**config.mk**
```make
export PLATFORM = sky130hd
export DESIGN_NAME = univ_shift_reg
export DESIGN_NICKNAME = d
export VERILOG_FILES = /design/src/rtl/univ_shift_reg.sv
export SDC_FILE = /design/constraint.sdc
export NUM_CORES = 1
export LEC_CHECK = 0
export ABC_CLOCK_PERIOD_IN_PS = 1600
export CAP_MARGIN = 10
export CORE_MARGIN = 4
export CORE_UTILIZATION = 41
export DETAILED_ROUTE_END_ITERATION = 16
export PLACE_DENSITY = 0.79
export SLEW_MARGIN = 20
export SYNTH_ARGS = -nofsm -noshare
export SYNTH_HDL_FRONTEND = slang
export SYNTH_SLANG_ARGS = --single-unit
```
**constraint.sdc**
```tcl
create_clock -name clk_in -period 1.6 [get_ports clk_in]
set_input_delay 0.32 -clock clk_in [delete_from_list [all_inputs] [get_ports clk_in]]
set_output_delay 0.32 -clock clk_in [all_outputs]
set_load 0.02 [all_outputs]
```
**src/rtl/univ_shift_reg.sv**
```systemverilog
// Universal shift register: hold, load, shift, rotate, clear,
// with complementary outputs and a saturating shift counter.
module univ_shift_reg #(
  parameter int               WIDTH   = 8,
  parameter logic [WIDTH-1:0] RST_VAL = '0,
  localparam int              CW      = $clog2(WIDTH + 1)
) (
  input  logic             clk_in,
  input  logic             rst_in,
  input  logic             en_in,
  input  logic [2:0]       mode_in,
  input  logic [WIDTH-1:0] d_in,
  input  logic             sl_in,
  input  logic             sr_in,
  output logic [WIDTH-1:0] q_out,
  output logic [WIDTH-1:0] qbar_out,
  output logic             so_left_out,
  output logic             so_right_out,
  output logic [CW-1:0]    cnt_out,
  output logic             done_out
);

  localparam logic [2:0] M_HOLD  = 3'b000;
  localparam logic [2:0] M_SHL   = 3'b001;
  localparam logic [2:0] M_SHR   = 3'b010;
  localparam logic [2:0] M_LOAD  = 3'b011;
  localparam logic [2:0] M_ROL   = 3'b100;
  localparam logic [2:0] M_ROR   = 3'b101;
  localparam logic [2:0] M_ASR   = 3'b110;
  localparam logic [2:0] M_CLEAR = 3'b111;

  localparam logic [CW-1:0] CNT_MAX = CW'(WIDTH);

  logic [WIDTH-1:0] q_q, q_d;
  logic [CW-1:0]    cnt_q, cnt_d;
  logic             shift;

  // Next register value and counter from the selected operation.
  always_comb begin
    q_d   = q_q;
    cnt_d = cnt_q;
    shift = 1'b0;
    unique case (mode_in)
      M_HOLD: ;
      M_SHL: begin
        q_d   = {q_q[WIDTH-2:0], sl_in};
        shift = 1'b1;
      end
      M_SHR: begin
        q_d   = {sr_in, q_q[WIDTH-1:1]};
        shift = 1'b1;
      end
      M_LOAD: begin
        q_d   = d_in;
        cnt_d = '0;
      end
      M_ROL: begin
        q_d   = {q_q[WIDTH-2:0], q_q[WIDTH-1]};
        shift = 1'b1;
      end
      M_ROR: begin
        q_d   = {q_q[0], q_q[WIDTH-1:1]};
        shift = 1'b1;
      end
      M_ASR: begin
        q_d   = {q_q[WIDTH-1], q_q[WIDTH-1:1]};
        shift = 1'b1;
      end
      M_CLEAR: begin
        q_d   = RST_VAL;
        cnt_d = '0;
      end
    endcase
    if (shift && cnt_q != CNT_MAX) begin
      cnt_d = cnt_q + CW'(1);
    end
    if (!en_in) begin
      q_d   = q_q;
      cnt_d = cnt_q;
    end
  end

  // Storage flops with synchronous reset.
  always_ff @(posedge clk_in) begin
    if (rst_in) begin
      q_q   <= RST_VAL;
      cnt_q <= '0;
    end else begin
      q_q   <= q_d;
      cnt_q <= cnt_d;
    end
  end

  assign q_out        = q_q;
  assign qbar_out     = ~q_q;
  assign so_left_out  = q_q[WIDTH-1];
  assign so_right_out = q_q[0];
  assign cnt_out      = cnt_q;
  assign done_out     = (cnt_q == CNT_MAX);

endmodule

```
==> results list <==
- The layout has 167 filler cells.
* I/O Buffers: 38
- Routed metal-1 wirelength: 1030 µm
- Post-detailed-placement half-perimeter wirelength: about 2100 µm
* Standby leakage power: about 0.66 nW
- Number of CTS-inserted buffers: 3
* NumNets Final: 177
* Total met3 wirelength after detailed routing: 184 µm
* Endpoint class of the critical path: flip-flop
- The die is 54.0 µm wide.
- Critical path required time: approximately 1.7 ns
- FMAX: 0.671 GHz
- The repair_antennas step left the layout with diodes totalling 0.
- The min-delay analysis places its worst path in the category flip-flop to flip-flop.
- Proportion of layout cells with a drive suffix above 1: 0.203
- For the pin with the worst max-slew slack, the measured transition is 0.511 ns.
- Die Span Y: 54.0 µm
- Tcrit/Tclk final: 0.932
* Post-synth net total: 123
- Final hold violations: 0
- Along the worst path, the maximum fanout reaches 6.
- WHS: about 0.53 ns
- Counting flops with a built-in enable in the synthesized netlist gives 0.
- Switching part of the total power: 0.327
- Insertion delay to the later sink of the worst-skew pair: 0.29 ns
* Outcome: completed
- Synth top area cells: dfxtp_1 28%, a211oi_1 6.1%, inv_1 6.1%
* Growth of design area from synthesis to finish: 58.0%
- The signal on the critical path passes through clkdlybuf4s50_1 > nor2b_4 > mux2_4 > a221oi_1 > a211oi_1.
- Clock network fraction of total power: 0.282
- Remaining max-slew budget at the tightest pin: 0.658
- The share of total power dissipated in sequential elements is 0.376.
- Cell with the biggest individual delay on the critical path: clkdlybuf4s50_1
- The clock passes through at most 2 buffers.
- The share of total power dissipated in combinational logic is 0.342.
* Total congestion overflow after global routing: 0
* Number of remaining DRC errors: 0
- Cells after Synth: 105
- The via count of the first global-routing pass came to 1008.
* Pwr Density: 658 nW/µm²
- In the final routed layout, each cell accounts on average for 14.2 µm.
* CTS tree: done
- Routed Wire Length: between 2000 and 3000 µm
* Longest individual stage delay on the worst path: 0.42 ns
- Final std cells w/o fill: around 190
- Number of I/O pins: 39
* Post-synth design cell area: between 800 and 900 µm²
- Counting tap cells, the placed design contains a total of 181 instances.
* Final worst path period need: 1.49 ns
* Reported net switching power: 0.295 mW
- At the end of routability-driven placement, the weighted congestion stood at 0.883.
* GRT Util Overall: 0.208
- Initial antenna violation count: 0
- Uppermost layer routed: met4
- Row Count: 16
* Internal Dissipation: 0.606 mW
* Final number of max-transition violations: 0
* Max cap viols: 0
- The share of the Yosys chip area taken by registers is 0.277.
- Async S/R FF share, synth: 0
- The design draws 0.901 mW.
- Number of sinks handled by clock tree synthesis: 12
- For the worst setup path, the data arrival time is 1.63 ns.
* Die area: 2910 µm²
- The detailed router placed 959 vias in this run.
- The share of synthesized area in the top cell type comes to 0.277.
- Setup violations remaining at the end of the flow were counted as 0.
- Among all flip-flop cells after synthesis, the most frequent one is dfxtp_1.
* Number of synthesized register bits: 12
* Starting density of the core: 0.438
- In this run, the number of DRC markers left after iteration 0 of detailed routing was 11.
* Detail Route Antenna Nets: 0
- Synth cell types: 36
- Post-CTS Hold Fix Bufs: 0
- Clock Skew: 0.0140 ns
- Worst voltage drop across the vdd grid: 558 µV
* Buffer cell driving the clock tree root: clkbuf_4
- Clock H-tree levels: 1
- Critical Setup Path Class: input pin to flip-flop
- Entering global routing, the biggest net connects 13 pins.
- The pre-antenna-repair detailed-routing pass consisted of 4 iterations.
- Drt via density: 5.18
* First-pass GRT wire length: 4380 µm
- Setup repair after global routing left no endpoint under its margin.
- The routed design uses 1350 µm of met2 wire.
- Clock transition at the register clock pins on the worst setup and hold paths after CTS: ~0.07 ns
- Yosys printed 0 warnings.
- The core region is 1980 µm².
- Kind of start point of the critical path: input pin
- The synthesized design spends more area on one cell type than any other, namely dfxtp_1.
* Setup TNS after final layout: 0 ns
* Synthesized area per cell: around 8.3 µm²
==> worst max-delay path: cells and delay by family <==
| family | cells | cell delay (ns) |
|---|---|---|
| buffers and inverters | 1 | 0.42 |
| and+or+nand+nor | 1 | 0.14 |
| AOI/OAI and AO/OA | 2 | 0.45 |
| muxes | 1 | 0.30 |
==> cell type report <==
type,count,area (µm²),area share
repair buffers,56,493,0.360
flip-flops and latches,12,240,0.175
multi-input cells,72,514,0.375
clock buffers,4,36.3,0.0265
well taps,27,33.8,0.0247
inverters,14,52.6,0.0384
==> synth_stat cells, types with 2 or more instances <==
cell type / number
xor2_1: 2
buf_6: 3
ha_1: 2
o21ai_0: 2
a221oi_1: 6
nor2b_1: 2
a21o_1: 6
a211oi_1: 7
nor2_1: 9
o21ai_1: 3
inv_1: 14
nand2_1: 11
a32oi_1: 2
buf_4: 3
dfxtp_1: 12
==> per-stage QoR <==
step                      area (µm²)  setup WS, ns  utilization
final                           1370         0.109        0.691
after global routing            1370        0.0313        0.691
after CTS                       1380        0.0181        0.694
after detailed placement        1370        -0.316        0.691
after global placement          1370        -0.253        0.691
after floorplan                  867         0.176            -
==> cells by family after synthesis <==
group	count (synthesis)	share of synthesized area
and+or+nand+nor	31	0.186
buffers and inverters	21	0.130
muxes	2	0.0289
adders and majority gates	2	0.0289
DFF	12	0.277
AOI/OAI and AO/OA	35	0.329
xor gates and xnor gates	2	0.0202
==> flip-flops by register name, indices dropped and copies added (netlist names) <==
name,flops
q_out,8
cnt_out,4
==> routing by layer <==
metal	global-route usage	vias up
li1	-	476
met1	0.234	429
met2	0.371	45
met3	0.0332	9
met4	0.112	0
met5	0	-
==> power by group through the flow <==
stage	Combinational [mW]	Clock [mW]	Sequential [mW]
after floorplan	0.156	0	0.365
after global placement	0.329	0	0.345
after detailed placement	0.336	0	0.347
after CTS	0.310	0.263	0.339
after global routing	0.335	0.270	0.343
final	0.308	0.254	0.339
==> path summary, 6_finish.rpt <==
kind / from / to / slack, ns / cells past startpoint
max: mode_in[2] / q_out[3] / 0.11 / 5
min: q_out[6] / q_out[6] / 0.53 / 2
max reg2reg: cnt_out[0] / cnt_out[2] / 0.26 / 7
min reg2reg: q_out[6] / q_out[6] / 0.53 / 2
==> cells in the final DEF, fill, tap and decap left out, drive strengths merged, types with 2 or more instances in the layout <==
cell,count
a211oi,7
nor2,11
a311oi,2
dfxtp,12
xor2,2
nor2b,3
ha,2
a21o,6
inv,14
nand2,11
o21ai,6
and3,2
dlygate4sd2,24
clkbuf,4
buf,19
a32oi,2
a221oi,6
clkdlybuf4s50,13
==> what timing repair did <==
item	4_1_cts	5_1_grt
endpoints found under the setup margin	25	1
endpoints found under the hold margin	0	0
gates resized for setup	27	1
buffers inserted	0	0
No activity file was read; power rests on OpenSTA's default activity.
